--- src/rtl/execute_flag_condition_unit.sv ---
// rtl/execute_flag_condition_unit.sv - branch condition evaluation against scoreboarded flags
// Stalls a branch until all older flag writes are final, using the commit bypass when one remains.
module execute_flag_condition_unit #(
  parameter int PC_WIDTH  = 32,
  parameter int CNT_WIDTH = 3
) (
  input  logic                iCLOCK,
  input  logic                iRESET_SYNC,
  input  logic                iCTRL_HOLD,
  input  logic                iPIPE_FLUSH,
  input  logic [4:0]          iFLAG,
  input  logic                iFLAG_ISSUE,
  input  logic                iFLAG_COMMIT,
  input  logic [4:0]          iFWD_FLAG,
  output logic                oPENDING_FULL,
  input  logic                iPREV_INST_VALID,
  output logic                oPREV_BUSY,
  input  logic [3:0]          iPREV_CC,
  input  logic [PC_WIDTH-1:0] iPREV_PC,
  input  logic [PC_WIDTH-1:0] iPREV_TARGET,
  output logic                oNEXT_VALID,
  input  logic                iNEXT_BUSY,
  output logic                oNEXT_TAKEN,
  output logic [PC_WIDTH-1:0] oNEXT_PC
);

  typedef enum logic {ST_IDLE, ST_WAIT} stateT;

  localparam logic [CNT_WIDTH-1:0] CNT_MAX = '1;
  localparam logic [CNT_WIDTH-1:0] CNT_ONE = CNT_WIDTH'(1);

  stateT                state, stateNext;
  logic [CNT_WIDTH-1:0] pendCnt, pendCntNext;
  logic [3:0]           ccReg;
  logic [PC_WIDTH-1:0]  pcReg, targetReg;

  logic                 outFree, bypassHit, resolvable, accept, load, latch, taken;
  logic [4:0]           effFlag;
  logic [3:0]           selCc;
  logic [PC_WIDTH-1:0]  selPc, selTarget, loadPc;

  function automatic logic condMet(input logic [3:0] cc, input logic [4:0] f);
    logic z, s, c, o, p;
    z = f[0]; s = f[1]; c = f[2]; o = f[3]; p = f[4];
    case (cc)
      4'd0:    condMet = 1'b1;
      4'd1:    condMet = z;
      4'd2:    condMet = !z;
      4'd3:    condMet = c;
      4'd4:    condMet = !c;
      4'd5:    condMet = s;
      4'd6:    condMet = !s;
      4'd7:    condMet = o;
      4'd8:    condMet = !o;
      4'd9:    condMet = c & !z;
      4'd10:   condMet = !c | z;
      4'd11:   condMet = (s == o);
      4'd12:   condMet = (s != o);
      4'd13:   condMet = !z & (s == o);
      4'd14:   condMet = z | (s != o);
      default: condMet = p;
    endcase
  endfunction

  assign oPENDING_FULL = (pendCnt == CNT_MAX);
  assign oPREV_BUSY    = (state == ST_WAIT) || (oNEXT_VALID && iNEXT_BUSY);
  assign outFree       = !oNEXT_VALID || !iNEXT_BUSY;

  // Pre-update counter: a flag op issuing this cycle is younger than the branch.
  assign bypassHit  = (pendCnt == CNT_ONE) && iFLAG_COMMIT;
  assign effFlag    = bypassHit ? iFWD_FLAG : iFLAG;
  assign selCc      = (state == ST_WAIT) ? ccReg     : iPREV_CC;
  assign selPc      = (state == ST_WAIT) ? pcReg     : iPREV_PC;
  assign selTarget  = (state == ST_WAIT) ? targetReg : iPREV_TARGET;
  assign resolvable = (selCc == 4'd0) || (pendCnt == '0) || bypassHit;
  assign accept     = (state == ST_IDLE) && iPREV_INST_VALID && !oPREV_BUSY;
  assign taken      = condMet(selCc, effFlag);
  assign loadPc     = taken ? selTarget : selPc + PC_WIDTH'(4);

  always_comb begin
    stateNext = state;
    load      = 1'b0;
    latch     = 1'b0;
    case (state)
      ST_IDLE: begin
        if (accept) begin
          latch = 1'b1;
          if (resolvable && outFree) load = 1'b1;
          else                       stateNext = ST_WAIT;
        end
      end
      default: begin
        if (resolvable && outFree) begin
          load      = 1'b1;
          stateNext = ST_IDLE;
        end
      end
    endcase
  end

  always_comb begin
    pendCntNext = pendCnt;
    case ({iFLAG_ISSUE, iFLAG_COMMIT})
      2'b10:   if (pendCnt != CNT_MAX) pendCntNext = pendCnt + CNT_ONE;
      2'b01:   if (pendCnt != '0)      pendCntNext = pendCnt - CNT_ONE;
      default: pendCntNext = pendCnt;
    endcase
  end

  always_ff @(posedge iCLOCK) begin
    if (iRESET_SYNC || iPIPE_FLUSH) begin
      state       <= ST_IDLE;
      pendCnt     <= '0;
      ccReg       <= '0;
      pcReg       <= '0;
      targetReg   <= '0;
      oNEXT_VALID <= 1'b0;
      oNEXT_TAKEN <= 1'b0;
      oNEXT_PC    <= '0;
    end else if (!iCTRL_HOLD) begin
      state   <= stateNext;
      pendCnt <= pendCntNext;
      if (latch) begin
        ccReg     <= iPREV_CC;
        pcReg     <= iPREV_PC;
        targetReg <= iPREV_TARGET;
      end
      if (load) begin
        oNEXT_VALID <= 1'b1;
        oNEXT_TAKEN <= taken;
        oNEXT_PC    <= loadPc;
      end else if (!iNEXT_BUSY) begin
        oNEXT_VALID <= 1'b0;
      end
    end
  end

endmodule

--- config.mk ---
export PLATFORM = sky130hd
export DESIGN_NAME = execute_flag_condition_unit
export DESIGN_NICKNAME = d
export VERILOG_FILES = /design/src/rtl/execute_flag_condition_unit.sv
export SDC_FILE = /design/constraint.sdc
export NUM_CORES = 1
export LEC_CHECK = 0
export BUFFER_PORTS_ARGS = -buffer_cell sky130_fd_sc_hd__buf_2
export CAP_MARGIN = 10
export CELL_PAD_IN_SITES_DETAIL_PLACEMENT = 1
export CELL_PAD_IN_SITES_GLOBAL_PLACEMENT = 2
export CORE_ASPECT_RATIO = 0.6
export CORE_MARGIN = 1.5
export CORE_UTILIZATION = 35
export DETAILED_ROUTE_END_ITERATION = 12
export GPL_TIMING_DRIVEN = 0
export PLACE_DENSITY_LB_ADDON = 0.15
export SLEW_MARGIN = 0
export SYNTH_ARGS = -nofsm -noshare
export SYNTH_HDL_FRONTEND = slang
export SYNTH_SLANG_ARGS = --single-unit
--- constraint.sdc ---
create_clock -name iCLOCK -period 8.6 [get_ports iCLOCK]
set_input_delay 2.58 -clock iCLOCK [delete_from_list [all_inputs] [get_ports iCLOCK]]
set_output_delay 2.58 -clock iCLOCK [all_outputs]
set_load 0.01 [all_outputs]
After elaboration in Yosys (flattened, before gate mapping)
Cells that the tools add are included.
Storage, ports and cells
  bits in registers: 106
  output and inout bits: 36
  word-level logic and storage cells: 85
Cells by class
  add/subtract/negate cells: 3
  eq/ne operators: 24
  mux-type cells: 19
  bitwise operators: 6
  reductions and logical operators: 25
Operators with widths (number)
  2-to-1 mux 32 bit: 3
  adder 32 x 3 -> 32 bit, second input constant: 1
  equality test 4 bit, second input constant: 7
  equality test 4 x 3 -> 1 bit, second input constant: 4
  one-hot mux 1 bit (15 select lines): 1
  2-to-1 mux 1 bit: 10
  equality test 4 x 2 -> 1 bit, second input constant: 2
  logical NOT 1 bit: 7
  2-to-1 mux 3 bit: 2
  one-hot mux 3 bit (2 select lines): 1
  AND reduction 2 bit: 3
  logical AND 1 bit: 5
  logical OR 1 bit: 5
  2-to-1 mux 5 bit: 1
  equality test 4 x 1 -> 1 bit, second input constant: 1
  logical NOT 4 bit: 1
  2-to-1 mux 4 bit: 1
  inequality test 2 bit, second input constant: 2
  AND reduction 4 bit: 1
  adder 3 x 1 -> 3 bit, second input constant: 1
  equality test 3 x 1 -> 1 bit, second input constant: 1
  equality test 3 bit, second input constant: 1
  logical NOT 3 bit: 1
  inequality test 3 bit, second input constant: 1
  other kinds (11): 14

Logic depth before layout (Yosys ltp)
Gate-level depths: netlist of the first run.
  depth in word-level cells: 10
  gate-level depth with buffers: 16
  mapped depth without buffers: 9

Worst setup path before layout of the first run
OpenSTA, ideal clock, no wires.
  kind: input to output
  start: in iNEXT_BUSY
  end: out oPREV_BUSY
  data arrival time: 2719 ps
  required time: 6020 ps
  slack: 3301 ps
  stages: 2
  path buffers: 0
  cell sequence: nand2_1 > nand2_1
Between the ends
  word-level cells in the longest chain between the ends: 2
Ends and longest elaborated chain
  start: declaration: line 22  | input logic iNEXT_BUSY,
  logical AND 1 bit: line 66  | assign oPREV_BUSY = (state == ST_WAIT) || (oNEXT_VALID && iNEXT_BUSY);
  logical OR 1 bit: line 66
  end: declaration: line 17  | output logic oPREV_BUSY,
No other way between the ends.

Final worst setup path of the first run
Ends and elaborated chain as after synthesis.

==> flow_summary_export.csv, run 1 <==
group,metric,value,unit
logic_synthesis,synth_top_cells_by_area,"sky130_fd_sc_hd__dfxtp_1 34%, sky130_fd_sc_hd__nand2_1 11%, sky130_fd_sc_hd__mux2i_1 8.1%, sky130_fd_sc_hd__a21oi_1 7.1%, sky130_fd_sc_hd__nand3_1 3.3%",
critical_path,crit_chain,"buf_2 > nand2_1 > nand2_1 > buf_2",
route,drt-vias-per-instance,5.640,
placed_design,place.port_buffers,121,
clocking,hold_buffers,0,
layout,final_net_count,1012,
die,chipHeight,106.8,microns
pwr,vdd_drop_max,0.09283,mV
global_routing,largest_net_degree_at_the_start_of_global_routing,20,
timing,holdWs,0.4593,ns
timing,grt_setup_unrepaired,"no",
critical_path,critPathSlowestCell,"sky130_fd_sc_hd__buf_2",
global_routing,grt_antenna_before_repair,0,
layout,layout.cells.non_filler,1159,
timing,timing.slew.headroom,39.21,%
critical_path,worst_ep_arrival_time,2.96,ns
route,postRouteWirelength,25.08,mm
logic_synthesis,yosysTopAreaCell,"sky130_fd_sc_hd__dfxtp_1",
timing,timing.final.hold_violations,0,
logic_synthesis,synth_cell_types,65,
logic_synthesis,post-synth-top-count-cell,"sky130_fd_sc_hd__nand2_1",
logic_synthesis,synth_edf_count,0,
worst_hold_path,hp-class,"flop to flop",
worst_hold_path,min-delay-start,"targetReg[15]",
logic_synthesis,synth.cell_area,0.006286,sq mm
logic_synthesis,syn_avg_cell_area,7.977,sq um
critical_path,critical_path_class,"input pin to primary output",
global_routing,grt.overflow.total,0,
die,die_area,0.01880,sq mm
clocking,cts-resized-gates,0,
clocking,cts_tree,"built",
timing,finalClockSkew,0.01513,ns
critical_path,cp.buffers_inverters,2,
placed_design,gp_routability_congestion,0.8863,
critical_path,crit_fanout,3,
critical_path,critPathMaxStageDelay,0.17,ns
route,detail-route-antenna-nets,0,
worst_hold_path,hold_depth,2,
clocking,clkSinkCount,106,
clocking,clk_pin_slew_worst_paths,0.08,ns
logic_synthesis,synth_ff_type,"sky130_fd_sc_hd__dfxtp_1",
logic_synthesis,postSynthRegisterBits,106,
timing,min_period,5.545,ns
pwr,report.power.total,1.169,mW
global_routing,grt_first_pass_wirelength,38.19,mm
global_routing,track_usage,27.10,%
layout,utilization,43.07,%
pwr,share_clk_of_total_power,36.3,%
logic_synthesis,synth_sequential_area_ratio,33.76,%
die,placementRows,37,
timing,post-route-worst-setup-slack,3.055,ns
timing,max_freq,180.4,MHz
pwr,leakage,2.732,nW
pwr,cellInternalPower,0.7964,mW
die,core_area,0.01736,sq mm
route,detail_route.iter0.violations,486,
critical_path,critical_path.reg2reg.endpoint,"oNEXT_PC[14]",
placed_design,placedCellCount,1143,
timing,timing_max_transition_violations_final,0,
pwr,power.net_switching,0.3721,mW
die,die-width,176.0,microns
logic_synthesis,post-synth-top-area-fraction,33.76,%
logic_synthesis,synth.top_cells.by_count,"187 x sky130_fd_sc_hd__nand2_1, 106 x sky130_fd_sc_hd__dfxtp_1, 89 x sky130_fd_sc_hd__a21oi_1, 51 x sky130_fd_sc_hd__mux2i_1, 41 x sky130_fd_sc_hd__nand3_1",
clocking,clock_latency_on_the_worst_skew_pair,0.36,ns
critical_path,startpoint_type,"input pin",
logic_synthesis,synthArstFlopShare,0,%
route,drtPass1Iterations,5,
timing,fin_setup_tns,0,ns
route,drc_errors,0,
pwr,register_share_of_total_power,44.1,%
pwr,power.density_cell_area,156.3,mW/mm^2
global_routing,vias_in_the_first_global_route,6604,
layout,final_area,0.007477,sq mm
worst_hold_path,worst_hold_path.endpoint,"targetReg[15]",
critical_path,critical_path.reg2reg.startpoint,"state",
clocking,cts_root_buffer,"sky130_fd_sc_hd__clkbuf_16",
placed_design,detailedPlacementHpwl,19.83,mm
pwr,power.combinational.fraction,19.6,%
logic_synthesis,syn-num-nets,880,
outcome,status,"complete, no violations",
critical_path,endpoint_kind,"primary output",
timing,transition_time_at_the_pin_with_the_least_slew_margin,0.9118,ns
logic_synthesis,yosys_warnings,0,
run,max_cap_violations,0,
route,routed-via-count,6537,
logic_synthesis,netlist_instances,788,
layout,post_route_cells_drive_above_1_share,22.38,%
critical_path,critical_path.top_delay_family,"buffers and inverters",
placed_design,placed_cell_area,0.007184,sq mm
clocking,post-cts-setup-buffer-count,0,
clocking,cts-htree-levels,3,
layout,area.growth.synth_to_final,18.95,%
critical_path,critPathRequiredTime,6.02,ns
critical_path,timing.reg2reg.worst_path_depth,15,
critical_path,rrSetupSlack,4.03,ns
pwr,sw_frac_of_total,31.84,%
placed_design,dpl_worst_slack,3.055,ns
clocking,max-clock-path-buffers,2,
clocking,numCtsBuffers,9,
timing,timing.final.setup_violations,0,
route,wire_per_inst,21.64,microns
timing,period_share,64.47,%
die,effective_utilization_at_floorplan,36.21,%
layout,antenna_cells_inserted,0,
die,floorplan.io_pins,122,
-- sequential cells by signal, indices dropped and copies added, names as in the netlist --
| name | cells |
|---|---|
| ccReg | 4 |
| oNEXT_PC | 32 |
| oNEXT_TAKEN | 1 |
| oNEXT_VALID | 1 |
| pcReg | 32 |
| pendCnt | 3 |
| state | 1 |
| targetReg | 32 |
-- metal layers --
metal | global-route usage [%] | up-vias | wire (microns)
met5 | 0 | - | 0
met4 | 5.067 | 0 | 250
met3 | 3.936 | 18 | 1245
met2 | 42.89 | 179 | 10900
met1 | 39.17 | 3272 | 12690
li1 | - | 3068 | -
-- power groups by stage --
| stage | Combinational (mW) | Clock [mW] | Sequential (mW) |
|---|---|---|---|
| detailed placement | 0.226 | 0 | 0.526 |
| CTS | 0.227 | 0.428 | 0.515 |
| finish | 0.229 | 0.424 | 0.515 |
| floorplan | 0.129 | 0 | 0.526 |
| global route | 0.247 | 0.448 | 0.516 |
| global placement | 0.220 | 0 | 0.525 |
-- cell type report --
type                    count  area [sq um]
plain buffers              54         274.0
clock buffers              10         239.0
clock inverters             6         53.80
fillers                  2169          9883
inverters                   6         22.52
multi-input cells         622          3867
flip-flops and latches    106          2122
well taps                 234         292.8
repair buffers            121         605.6
-- worst register-to-register path, stage by stage, from the launching register on --
cell                        delay [ns]
sky130_fd_sc_hd__dfxtp_1          0.41
sky130_fd_sc_hd__buf_6            0.19
sky130_fd_sc_hd__buf_6            0.19
sky130_fd_sc_hd__buf_2            0.29
sky130_fd_sc_hd__buf_2            0.30
sky130_fd_sc_hd__buf_2            0.39
sky130_fd_sc_hd__buf_2            0.47
sky130_fd_sc_hd__mux2_2           0.24
sky130_fd_sc_hd__ha_1             0.27
sky130_fd_sc_hd__and3_1           0.19
sky130_fd_sc_hd__clkbuf_1         0.26
sky130_fd_sc_hd__nand2_1          0.28
sky130_fd_sc_hd__o211a_1          0.30
sky130_fd_sc_hd__nor4_1           0.37
sky130_fd_sc_hd__a2bb2oi_1        0.24
sky130_fd_sc_hd__a211oi_2         0.07
-- worst max path at each step --
| stage | depth (start not counted) | startpoint | to | slack [ns] |
|---|---|---|---|---|
| floorplan | 2 | iNEXT_BUSY | oPREV_BUSY | 3.30 |
| global placement | 4 | iNEXT_BUSY | oPREV_BUSY | 3.06 |
| detailed placement | 4 | iNEXT_BUSY | oPREV_BUSY | 3.06 |
| CTS | 4 | iNEXT_BUSY | oPREV_BUSY | 3.05 |
| global route | 4 | iNEXT_BUSY | oPREV_BUSY | 3.01 |
| finish | 4 | iNEXT_BUSY | oPREV_BUSY | 3.06 |
-- placed cells by master (no fill, tap or decap), drive strengths merged, types with 13 or more instances in the layout --
cell type / n
mux2i: 51
clkbuf: 41
a31oi: 13
mux2: 20
nand2: 187
a21oi: 93
xnor2: 18
dfxtp: 106
buf: 144
nand3: 41
nor2: 31
a211oi: 21
o21ai: 17
-- kinds of logic after synthesis --
family / synth area share [%]
simple gates: 23.39
compound gates: 20.82
flops: 33.76
mux: 11.94
buf+inv: 4.717
xor+xnor: 4.180
fa+ha+maj: 1.194
Power figures use the tool's default switching activity.
==> inputs of run 2 (changes only) <==
--- a/config.mk
+++ b/config.mk
@@ -11,7 +11,7 @@
 export CELL_PAD_IN_SITES_GLOBAL_PLACEMENT = 2
 export CORE_ASPECT_RATIO = 0.6
 export CORE_MARGIN = 1.5
-export CORE_UTILIZATION = 35
+export CORE_UTILIZATION = 32
 export DETAILED_ROUTE_END_ITERATION = 12
 export GPL_TIMING_DRIVEN = 0
 export PLACE_DENSITY_LB_ADDON = 0.15
==> constraint.sdc (replaced) <==
create_clock -name iCLOCK -period 5.3 [get_ports iCLOCK]
set_input_delay 1.59 -clock iCLOCK [delete_from_list [all_inputs] [get_ports iCLOCK]]
set_output_delay 1.59 -clock iCLOCK [all_outputs]
set_load 0.01 [all_outputs]
==> flow_summary_export.csv, run 2 (same netlist as run 1, synthesis figures left out) <==
group,metric,value,unit
pwr,leakage,2.741,nW
layout,post_route_cells_drive_above_1_share,22.38,%
global_routing,largest_net_degree_at_the_start_of_global_routing,21,
die,die_area,0.02052,sq mm
global_routing,grt_antenna_before_repair,0,
die,floorplan.io_pins,122,
clocking,clk_pin_slew_worst_paths,0.09,ns
layout,final_net_count,1012,
timing,grt_setup_unrepaired,"no",
timing,finalClockSkew,0.01526,ns
layout,most_common_cell_after_layout_fill_and_taps_aside,"sky130_fd_sc_hd__nand2_1",
die,core_area,0.01913,sq mm
layout,area.growth.synth_to_final,20.06,%
route,drtPass1Iterations,5,
critical_path,cp.buffers_inverters,7,
die,chipHeight,111.6,microns
clocking,clock_latency_on_the_worst_skew_pair,0.37,ns
global_routing,vias_in_the_first_global_route,6702,
timing,min_period,4.559,ns
timing,timing_max_transition_violations_final,0,
global_routing,grt.overflow.total,0,
placed_design,placed_cell_area,0.007224,sq mm
placed_design,gp_routability_congestion,0.9167,
timing,transition_time_at_the_pin_with_the_least_slew_margin,0.8577,ns
die,die-width,183.9,microns
route,drc_errors,0,
critical_path,critical_path.top_delay_family,"buffers and inverters",
clocking,numCtsBuffers,9,
layout,antenna_cells_inserted,0,
clocking,cts_root_buffer,"sky130_fd_sc_hd__clkbuf_16",
route,detail_route.iter0.violations,467,
layout,final_area,0.007547,sq mm
timing,fin_setup_tns,0,ns
clocking,post-cts-setup-buffer-count,0,
route,routed-via-count,6614,
clocking,hold_buffers,0,
worst_hold_path,hp-class,"flop to flop",
critical_path,critPathMostFrequentCell,"sky130_fd_sc_hd__buf_2",
route,drt-vias-per-instance,5.553,
critical_path,endpoint_kind,"flop",
pwr,vdd_drop_max,0.1546,mV
clocking,cts-htree-levels,3,
critical_path,startpoint_type,"flop",
critical_path,crit_chain,"buf_6 > buf_6 > buf_2 > buf_2 > buf_2 > buf_2 > mux2_2 > ha_1 > and3_1 > clkbuf_1 > nand2_1 > o211a_1 > nor4_1 > a2bb2oi_1 > a211oi_2",
timing,timing.final.setup_violations,0,
clocking,cts_tree,"built",
placed_design,place.port_buffers,121,
placed_design,detailedPlacementHpwl,20.47,mm
critical_path,critPathMaxStageDelay,0.48,ns
timing,max_freq,219.3,MHz
run,max_cap_violations,0,
route,postRouteWirelength,26.05,mm
die,placementRows,39,
critical_path,crit_fanout,10,
layout,top_regs,"oNEXT_PC: 32 flops, pcReg: 32 flops, targetReg: 32 flops",
timing,period_share,86.03,%
global_routing,track_usage,25.73,%
critical_path,critPathRequiredTime,5.53,ns
timing,timing.slew.headroom,42.82,%
clocking,max-clock-path-buffers,2,
global_routing,grt_first_pass_wirelength,39.92,mm
layout,most_frequent_cells_in_the_layout,"187 x sky130_fd_sc_hd__nand2_1, 133 x sky130_fd_sc_hd__buf_2, 106 x sky130_fd_sc_hd__dfxtp_1",
pwr,power.density_cell_area,260.5,mW/mm^2
route,detail-route-antenna-nets,0,
clocking,cts-resized-gates,0,
critical_path,worst_ep_arrival_time,4.79,ns
outcome,status,"complete, no violations",
timing,timing.final.hold_violations,0,
die,effective_utilization_at_floorplan,32.86,%
critical_path,critical_path_class,"flop to flop",
clocking,clkSinkCount,106,
route,wire_per_inst,21.87,microns
critical_path,critPathSlowestCell,"sky130_fd_sc_hd__buf_2",
layout,nFillCells,2401,
## run 2: cell types whose count changed in the layout (fill, tap and decap cells not counted)
cell	change
sky130_fd_sc_hd__bufinv_16	+1
sky130_fd_sc_hd__clkbuf_8	-1
sky130_fd_sc_hd__clkinv_2	-1
sky130_fd_sc_hd__clkinv_4	+1
sky130_fd_sc_hd__clkinv_8	+2
sky130_fd_sc_hd__inv_8	-2
## run 2: stage by stage
| stage | cells | util [%] | hold slack [ns] | power [mW] | setup slack [ns] |
|---|---|---|---|---|---|
| CTS | 1191 | 39.46 | 0.4591 | 1.966 | 0.7716 |
| detailed placement | 1175 | 37.77 | 0.4465 | 1.223 | 0.7873 |
| finish | 1191 | 39.46 | 0.4579 | 1.966 | 0.7406 |
| floorplan | 788 | - | 0.4329 | 1.062 | 1.713 |
| global route | 1191 | 39.46 | 0.4786 | 2.038 | 0.5111 |
| global placement | 1175 | 37.77 | 0.4393 | 1.211 | 0.7904 |
## run 2: power by group
| part | switching, mW | internal (mW) |
|---|---|---|
| clock | 0.373 | 0.382 |
| combinational | 0.245 | 0.130 |
| sequential | 0.0171 | 0.818 |
## run 2: per-layer routing
| metal | track usage [%] | wire [microns] | share of wire, % |
|---|---|---|---|
| met1 | 38.54 | 13130 | 50 |
| met2 | 39.29 | 11250 | 43 |
| met3 | 3.991 | 1500 | 5.8 |
| met4 | 3.880 | 169 | 0.65 |
| met5 | 0 | 0 | 0 |
## run 2: cell type report
type / instances / area (sq um) / share of cell area, %
inverters: 6 / 22.52 / 0.2984
clock buffers: 9 / 225.2 / 2.984
flip-flops and latches: 106 / 2122 / 28.12
well taps: 266 / 332.8 / 4.410
repair buffers: 121 / 605.6 / 8.024
clock inverters: 7 / 97.59 / 1.293
multi-input cells: 622 / 3867 / 51.24
plain buffers: 54 / 274.0 / 3.631
## run 2: path summary, 6_finish.rpt
check	startpoint	end	slack (ns)	cells past startpoint
setup reg to reg	state	oNEXT_PC[14]	0.74	15
hold / removal	targetReg[7]	targetReg[7]	0.46	2
setup / recovery	state	oNEXT_PC[14]	0.74	15
hold reg to reg	targetReg[7]	targetReg[7]	0.46	2
## run 2: worst min-delay path: stages (launching register included)
cell,delay [ns]
sky130_fd_sc_hd__dfxtp_1,0.32
sky130_fd_sc_hd__nand2_1,0.05
sky130_fd_sc_hd__a21oi_1,0.05
